**config.mk**
```make
export PLATFORM = sky130hd
export DESIGN_NAME = turbo_dec_8bit
export DESIGN_NICKNAME = d
export VERILOG_FILES = /design/src/rtl/turbo_pkg.sv /design/src/rtl/turbo_rsc_step.sv /design/src/rtl/turbo_dec_8bit.sv
export SDC_FILE = /design/constraint.sdc
export NUM_CORES = 1
export LEC_CHECK = 0
export ABC_CLOCK_PERIOD_IN_PS = 3100
export CORE_MARGIN = 5
export CORE_UTILIZATION = 40
export DETAILED_ROUTE_END_ITERATION = 10
export PLACE_DENSITY_LB_ADDON = 0.25
export RECOVER_POWER = 50
export SLEW_MARGIN = 40
export SYNTH_ARGS = -nofsm -noshare
export SYNTH_HDL_FRONTEND = slang
export SYNTH_SLANG_ARGS = --single-unit
```
**constraint.sdc**
```tcl
create_clock -name clk -period 3.1 [get_ports clk]
set_input_delay 0.93 -clock clk [delete_from_list [all_inputs] [get_ports clk]]
set_output_delay 0.93 -clock clk [all_outputs]
set_load 0.02 [all_outputs]
```
**src/rtl/turbo_pkg.sv**
```systemverilog
// Shared types and helpers for the 8-bit turbo code path (encoder and decoder).
// Combinational definitions only; no latency.
// No flow control; consumers own their handshakes.
package turbo_pkg;

    // Symbols per frame; the datapath is built for exactly this length.
    localparam int FRAME_LEN_DEF = 8;

    // Interleaver PI = {5,2,7,0,3,6,1,4}; entry j sits at bits [3*j +: 3].
    localparam logic [23:0] PI_TBL = {3'd4, 3'd1, 3'd6, 3'd3, 3'd0, 3'd7, 3'd2, 3'd5};

    typedef enum logic [1:0] {
        COLLECT = 2'd0,
        ENC2    = 2'd1,
        SEARCH  = 2'd2,
        OUTPUT  = 2'd3
    } dec_state_t;

    typedef struct packed {
        logic parity;
        logic s1;
        logic s2;
    } rsc_out_t;

    // Source index feeding RSC2 at interleaved step j.
    function automatic logic [2:0] pi_idx(input logic [2:0] j);
        logic [4:0] base;
        base = {2'b00, j} * 5'd3;
        return PI_TBL[base +: 3];
    endfunction

    // One step of the recursive systematic convolutional code.
    // Feedback a = u^s1^s2, parity = a^s2 (which reduces to u^s1).
    function automatic rsc_out_t rsc_step(input logic u, input logic s1, input logic s2);
        rsc_out_t r;
        r.parity = u ^ s1;
        r.s1     = u ^ s1 ^ s2;
        r.s2     = s1;
        return r;
    endfunction

endpackage

```
**src/rtl/turbo_rsc_step.sv**
```systemverilog
// One combinational RSC step: (u, s1, s2) -> (parity, s1', s2').
// Zero latency.
// No flow control; the caller decides when to register the next state.
module turbo_rsc_step
    import turbo_pkg::*;
(
    input  logic u,
    input  logic s1,
    input  logic s2,
    output logic parity,
    output logic s1_nxt,
    output logic s2_nxt
);

    rsc_out_t step_out;

    // Delegate to the package step so encoder and decoder share one definition.
    always_comb begin
        step_out = rsc_step(u, s1, s2);
    end

    assign parity = step_out.parity;
    assign s1_nxt = step_out.s1;
    assign s2_nxt = step_out.s2;

endmodule

```
**src/rtl/turbo_dec_8bit.sv**
```systemverilog
// Hard-decision 8-bit turbo frame checker: buffers 8 (sys,p1,p2) triplets, re-encodes, counts parity mismatches.
// out_valid 9 cycles after the last input transfer; up to 9+72 with TURBO_DEC_CORR_EN (single-bit flip search).
// in_ready only while collecting; results held until out_valid & out_ready, then collection resumes.
module turbo_dec_8bit
    import turbo_pkg::*;
#(
    parameter int FRAME_LEN = FRAME_LEN_DEF,
    parameter int CNT_W     = 4
) (
    input  logic             clk,
    input  logic             rst_n,
    input  logic             in_valid,
    output logic             in_ready,
    input  logic             in_sys,
    input  logic             in_p1,
    input  logic             in_p2,
    output logic             out_valid,
    input  logic             out_ready,
    output logic [7:0]       out_data,
    output logic [CNT_W-1:0] p1_err_cnt,
    output logic [CNT_W-1:0] p2_err_cnt,
    output logic             frame_ok,
    output logic             corrected
);

    // The buffers and interleaver are hard-wired for 8 symbols.
    if (FRAME_LEN != 8 || CNT_W < 4) begin : g_bad_cfg
        $error("turbo_dec_8bit: FRAME_LEN must be 8 and CNT_W must be at least 4");
    end

    localparam logic [CNT_W-1:0] CNT_MAX  = CNT_W'(FRAME_LEN);
    // Steps 0..7 run the encoder; step 8 is the verdict cycle.
    localparam logic [3:0]       STEP_CMP = 4'd8;

    dec_state_t       state;
    dec_state_t       state_nxt;
    logic [2:0]       idx;
    logic [3:0]       step;
    logic [7:0]       sys_buf;
    logic [7:0]       p2_buf;
    logic             r1_s1, r1_s2;
    logic             r2_s1, r2_s2;
    logic [CNT_W-1:0] p1_cnt, p2_cnt;
    logic [7:0]       data_q;
    logic             ok_q;

    logic             rsc1_u, rsc1_par, rsc1_s1n, rsc1_s2n;
    logic             rsc2_u, rsc2_par, rsc2_s1n, rsc2_s2n;
    logic [2:0]       j;
    logic [2:0]       pj;
    logic             xfer;
    logic             out_hs;

`ifdef TURBO_DEC_CORR_EN
    logic [7:0]       p1_buf;
    logic [2:0]       trial;
    logic             t_mis1, t_mis2;
    logic             corr_q;
    logic             trial_hit;
`endif

    assign in_ready   = (state == COLLECT);
    assign out_valid  = (state == OUTPUT);
    assign xfer       = in_valid && in_ready;
    assign out_hs     = out_valid && out_ready;
    assign out_data   = data_q;
    assign p1_err_cnt = p1_cnt;
    assign p2_err_cnt = p2_cnt;
    assign frame_ok   = ok_q;

`ifdef TURBO_DEC_CORR_EN
    assign trial_hit  = !t_mis1 && !t_mis2;
    assign corrected  = corr_q;
`else
    assign corrected  = 1'b0;
`endif

    function automatic logic [CNT_W-1:0] sat_inc(input logic [CNT_W-1:0] c);
        return (c == CNT_MAX) ? c : c + 1'b1;
    endfunction

    // Encoder input select: RSC1 sees live input while collecting, RSC2 the interleaved buffer;
    // during a trial both see the buffered word with the trial bit flipped.
    always_comb begin
        j      = step[2:0];
        pj     = pi_idx(step[2:0]);
        rsc1_u = in_sys;
        rsc2_u = sys_buf[pj];
`ifdef TURBO_DEC_CORR_EN
        if (state == SEARCH) begin
            rsc1_u = sys_buf[j] ^ (j == trial);
            rsc2_u = sys_buf[pj] ^ (pj == trial);
        end
`endif
    end

    turbo_rsc_step u_rsc1 (
        .u      (rsc1_u),
        .s1     (r1_s1),
        .s2     (r1_s2),
        .parity (rsc1_par),
        .s1_nxt (rsc1_s1n),
        .s2_nxt (rsc1_s2n)
    );

    turbo_rsc_step u_rsc2 (
        .u      (rsc2_u),
        .s1     (r2_s1),
        .s2     (r2_s2),
        .parity (rsc2_par),
        .s1_nxt (rsc2_s1n),
        .s2_nxt (rsc2_s2n)
    );

    // State register.
    always_ff @(posedge clk or negedge rst_n) begin
        if (!rst_n) begin
            state <= COLLECT;
        end else begin
            state <= state_nxt;
        end
    end

    // Next-state: collect 8 symbols, run RSC2, optionally search, then hold the result.
    always_comb begin
        state_nxt = state;
        case (state)
            COLLECT: begin
                if (xfer && idx == 3'd7) state_nxt = ENC2;
            end
            ENC2: begin
                if (step == STEP_CMP) begin
                    state_nxt = OUTPUT;
`ifdef TURBO_DEC_CORR_EN
                    if (p1_cnt != '0 || p2_cnt != '0) state_nxt = SEARCH;
`endif
                end
            end
            SEARCH: begin
`ifdef TURBO_DEC_CORR_EN
                if (step == STEP_CMP && (trial_hit || trial == 3'd7)) state_nxt = OUTPUT;
`else
                state_nxt = COLLECT;
`endif
            end
            OUTPUT: begin
                if (out_hs) state_nxt = COLLECT;
            end
            default: state_nxt = COLLECT;
        endcase
    end

    // Datapath: symbol buffers, encoder states, mismatch counters and held results.
    always_ff @(posedge clk or negedge rst_n) begin
        if (!rst_n) begin
            idx     <= '0;
            step    <= '0;
            sys_buf <= '0;
            p2_buf  <= '0;
            r1_s1   <= 1'b0;
            r1_s2   <= 1'b0;
            r2_s1   <= 1'b0;
            r2_s2   <= 1'b0;
            p1_cnt  <= '0;
            p2_cnt  <= '0;
            data_q  <= '0;
            ok_q    <= 1'b0;
`ifdef TURBO_DEC_CORR_EN
            p1_buf  <= '0;
            trial   <= '0;
            t_mis1  <= 1'b0;
            t_mis2  <= 1'b0;
            corr_q  <= 1'b0;
`endif
        end else begin
            case (state)
                COLLECT: begin
                    if (xfer) begin
                        sys_buf[idx] <= in_sys;
                        p2_buf[idx]  <= in_p2;
`ifdef TURBO_DEC_CORR_EN
                        p1_buf[idx]  <= in_p1;
`endif
                        r1_s1 <= rsc1_s1n;
                        r1_s2 <= rsc1_s2n;
                        if (rsc1_par != in_p1) p1_cnt <= sat_inc(p1_cnt);
                        idx   <= idx + 3'd1;
                        // RSC2 and the step counter start clean when ENC2 begins.
                        step  <= '0;
                        r2_s1 <= 1'b0;
                        r2_s2 <= 1'b0;
                    end
                end
                ENC2: begin
                    if (step != STEP_CMP) begin
                        r2_s1 <= rsc2_s1n;
                        r2_s2 <= rsc2_s2n;
                        if (rsc2_par != p2_buf[j]) p2_cnt <= sat_inc(p2_cnt);
                        step  <= step + 4'd1;
                    end else begin
                        // Verdict on the received word; a later trial may overwrite it.
                        data_q <= sys_buf;
                        ok_q   <= (p1_cnt == '0) && (p2_cnt == '0);
                        step   <= '0;
                        r1_s1  <= 1'b0;
                        r1_s2  <= 1'b0;
                        r2_s1  <= 1'b0;
                        r2_s2  <= 1'b0;
`ifdef TURBO_DEC_CORR_EN
                        trial  <= '0;
                        t_mis1 <= 1'b0;
                        t_mis2 <= 1'b0;
`endif
                    end
                end
`ifdef TURBO_DEC_CORR_EN
                SEARCH: begin
                    if (step != STEP_CMP) begin
                        r1_s1 <= rsc1_s1n;
                        r1_s2 <= rsc1_s2n;
                        r2_s1 <= rsc2_s1n;
                        r2_s2 <= rsc2_s2n;
                        if (rsc1_par != p1_buf[j]) t_mis1 <= 1'b1;
                        if (rsc2_par != p2_buf[j]) t_mis2 <= 1'b1;
                        step  <= step + 4'd1;
                    end else if (trial_hit) begin
                        data_q <= sys_buf ^ (8'd1 << trial);
                        p1_cnt <= '0;
                        p2_cnt <= '0;
                        ok_q   <= 1'b1;
                        corr_q <= 1'b1;
                    end else begin
                        // Next candidate bit; after the last one the original verdict stands.
                        trial  <= trial + 3'd1;
                        step   <= '0;
                        r1_s1  <= 1'b0;
                        r1_s2  <= 1'b0;
                        r2_s1  <= 1'b0;
                        r2_s2  <= 1'b0;
                        t_mis1 <= 1'b0;
                        t_mis2 <= 1'b0;
                    end
                end
`endif
                OUTPUT: begin
                    if (out_hs) begin
                        p1_cnt <= '0;
                        p2_cnt <= '0;
                        data_q <= '0;
                        ok_q   <= 1'b0;
                        idx    <= '0;
                        r1_s1  <= 1'b0;
                        r1_s2  <= 1'b0;
`ifdef TURBO_DEC_CORR_EN
                        corr_q <= 1'b0;
`endif
                    end
                end
                default: ;
            endcase
        end
    end

endmodule

```
==> impl_metrics.json, run 1 <==
{
  "routed_wl_mm": 5.166,
  "nets": 299,
  "p_leak_uw": 0.001271,
  "synthTopCellsByArea": "dfrtp_1 47%, mux2_2 9.1%, nand2_1 6.1%",
  "area_delta_synth_final_pct": 17.87,
  "timing.final.crit_share_pct": 87.99,
  "hold_end": "out_data[4]",
  "grt_max_degree": 19,
  "fill_cells": 581,
  "layout-drive-gt1-share_pct": 10.99,
  "netlist_instances": 251,
  "regToRegSetupSlack_ps": 530,
  "yosys_warnings": 0,
  "cts_root_buf": "clkbuf_8",
  "clock_path_buffers": 2,
  "drt_iter0_markers": 47,
  "synth.area.mux_share_pct": 13.27,
  "rr_worst_depth": 8,
  "rows": 28,
  "synth_edf_count": 0,
  "cts_made_buffers": 5,
  "antenna_cells": 0,
  "grt_pass1_vias": 1796,
  "min-delay-start": "out_data[4]",
  "seq_area_frac_synth_pct": 46.58,
  "synth-adder-area-share_pct": 5.570,
  "worstPathArrival_ps": 1800,
  "clkSinkCount": 46,
  "grt_use_total_pct": 14.52,
  "crit_fanout": 8,
  "first_pass_iters": 4,
  "cp.required_ps": 2170,
  "hold_depth": 2,
  "ctsHoldBuffers": 0,
  "dp.final_hpwl_mm": 4.036,
  "finalNonFillerCells": 357,
  "postCtsSetupBuffers": 0,
  "ys_top_cells_by_count": "46 x dfrtp_1, 40 x nand2_1, 23 x o21ai_0",
  "synthXorXnorAreaFrac_pct": 2.481,
  "synth_top_family_by_area": "simple AND/OR/NAND/NOR gates",
  "insertion_delay_ps": 290,
  "setup_viol": 0,
  "regArea_mm2": 0.001151,
  "status": "finished clean",
  "dieArea_mm2": 0.007850,
  "cts_resized": 0,
  "synth_compound_area_share_pct": 11.59,
  "wl_per_cell_um": 14.47,
  "grt_overflow_total": 0,
  "port_buffers": 25,
  "cts_tree": "yes",
  "hold_path.class": "register to register",
  "core_mm2": 0.005956,
  "p_per_area_mw_per_mm2": 1020,
  "yosys.area.top_type": "dfrtp_1",
  "synth_nets": 269,
  "relSlewSlack_pct": 34.97,
  "slew_viol_final": 0,
  "fin_setup_tns_ps": 0,
  "avgSynthCellArea_um2": 9.845,
  "end_kind": "output port",
  "ant_nets": 0,
  "r2r-start": "step[0]",
  "synth-seq-cells": 46,
  "antenna_found_initial": 0,
  "synth_top_area_share_pct": 46.58,
  "period_needed_ps": 2728,
  "start_kind": "register",
  "die_x_um": 88.60,
  "initial_utilization_pct": 41.49,
  "place.detailed.instances": 349,
  "die_h_um": 88.60,
  "routabilityCongestion": 0.7681,
  "multiInputGateArea_mm2": 0.001220,
  "syn_area_mm2": 0.002471,
  "worstMarginPinSlew_ps": 975.5,
  "vias": 1831,
  "cts-htree-levels": 2,
  "async_reset_ff_share_pct": 100.0,
  "synth_simple_gate_area_share_pct": 16.30,
  "remaining_drc_errors": 0,
  "r2r-end": "p2_err_cnt[0]",
  "grt_first_pass_wirelength_mm": 8.907,
  "synth.distinct_cells": 39,
  "clkTransAtPathRegs_ps": 80,
  "timing.fmax_ghz": 0.3666,
  "worstSetupPathType": "register to output port",
  "cap_violations": 0,
  "yosysMostFrequentCell": "dfrtp_1",
  "hold_viol_final": 0,
  "vias_per_cell": 5.129,
  "finalClockSkew_ps": 5.203,
  "ioPinCount": 27,
  "rsz0062_at_grt": "no",
  "synth_flop_cell": "dfrtp_1",
  "max-vdd-ir-drop_mv": 0.5866
}
## stage by stage
| stage | total power, uW | cell area [um2] | setup WS, ps | hold slack [ps] | utilization [%] |
|---|---|---|---|---|---|
| final | 2971 | 2913 | 372.2 | 480.6 | 48.91 |
| after global routing | 3219 | 2913 | 285.9 | 499.6 | 48.91 |
| after CTS | 3002 | 2925 | 369.2 | 490.5 | 49.12 |
| after detailed placement | 2565 | 2819 | 545.1 | 471.4 | 47.33 |
| after global placement | 2526 | 2819 | 559.0 | 460.6 | 47.33 |
| after floorplan | 2091 | 2471 | 747.0 | 470.2 | - |
## cell families after synthesis
family	count (synthesis)
XOR/XNOR	7
flip-flops	46
AO/OA/AOI/OAI	46
other	1
multiplexers	27
AND/OR/NAND/NOR	88
buffers and inverters	25
adder cells (fa/ha/maj)	11
## worst max-delay path by stage
stage | start | end | slack (ps) | depth (start not counted)
2_1_floorplan | step[0] | p2_err_cnt[3] | 750 | 9
3_3_place_gp | in_p1 | p1_err_cnt[0] | 560 | 6
3_5_place_dp | in_p1 | p1_err_cnt[0] | 550 | 6
4_1_cts | state[1] | in_ready | 370 | 3
5_1_grt | state[1] | in_ready | 290 | 3
6_report | state[1] | in_ready | 370 | 3
## metal layers
layer  part of all wire, %  track usage, %  vias up  routed length, um
li1                      -               -      923                  -
met1                    52           21.65      869               2662
met2                    44           21.48       32               2269
met3                   3.5           2.793        7                180
met4                   1.0           4.121        0                 53
met5                     0               0        -                  0
## state kept, by name, summed over array words and instances (netlist names)
| signal | cells |
|---|---|
| frame_ok | 1 |
| p2_err_cnt | 4 |
| p1_err_cnt | 4 |
| step | 4 |
| r2_s2 | 1 |
| sys_buf | 8 |
| state | 2 |
| out_data | 8 |
| r2_s1 | 1 |
| idx | 3 |
| p2_buf | 8 |
| r1_s1 | 1 |
| r1_s2 | 1 |
## report_power, final
group / leakage (uW) / switching [uW] / internal, uW
clock: 0.0000524 / 195 / 241
sequential: 0.000568 / 257 / 858
combinational: 0.000650 / 723 / 697
total: 0.00127 / 1180 / 1800
## cells in the final DEF (no fill, tap or decap), drive strengths merged, types with 4 or more instances in the layout
cell type,n
ha,11
nor2b,9
xnor2,4
nand3,8
mux2i,5
a21oi,6
nor3,4
dfrtp,46
o21ai,23
clkbuf,11
inv,16
nor2,15
mux2,20
nand2b,5
clkdlybuf4s50,23
nand2,40
## cell type report
| class | instances | share of cell area [%] |
|---|---|---|
| Timing Repair Buffer | 31 | 9.536 |
| Sequential cell | 46 | 39.52 |
| Inverter | 17 | 2.191 |
| Tap cell | 75 | 3.222 |
| Clock buffer | 7 | 2.620 |
| Clock inverter | 1 | 1.031 |
| Multi-Input combinational cell | 180 | 41.88 |
## critical path, cell delays in order (launching register included)
cell and delay (ps):
dfrtp_1 380, inv_1 100, ha_1 350, clkdlybuf4s50_1 670
No activity file was read; power rests on OpenSTA's default activity.
==> inputs of run 2 (changes only) <==
Settings changed: HOLD_SLACK_MARGIN from default to 0.06.
==> results of run 2 <==
No change in the layout: final DEF, timing and power equal those of run 1.
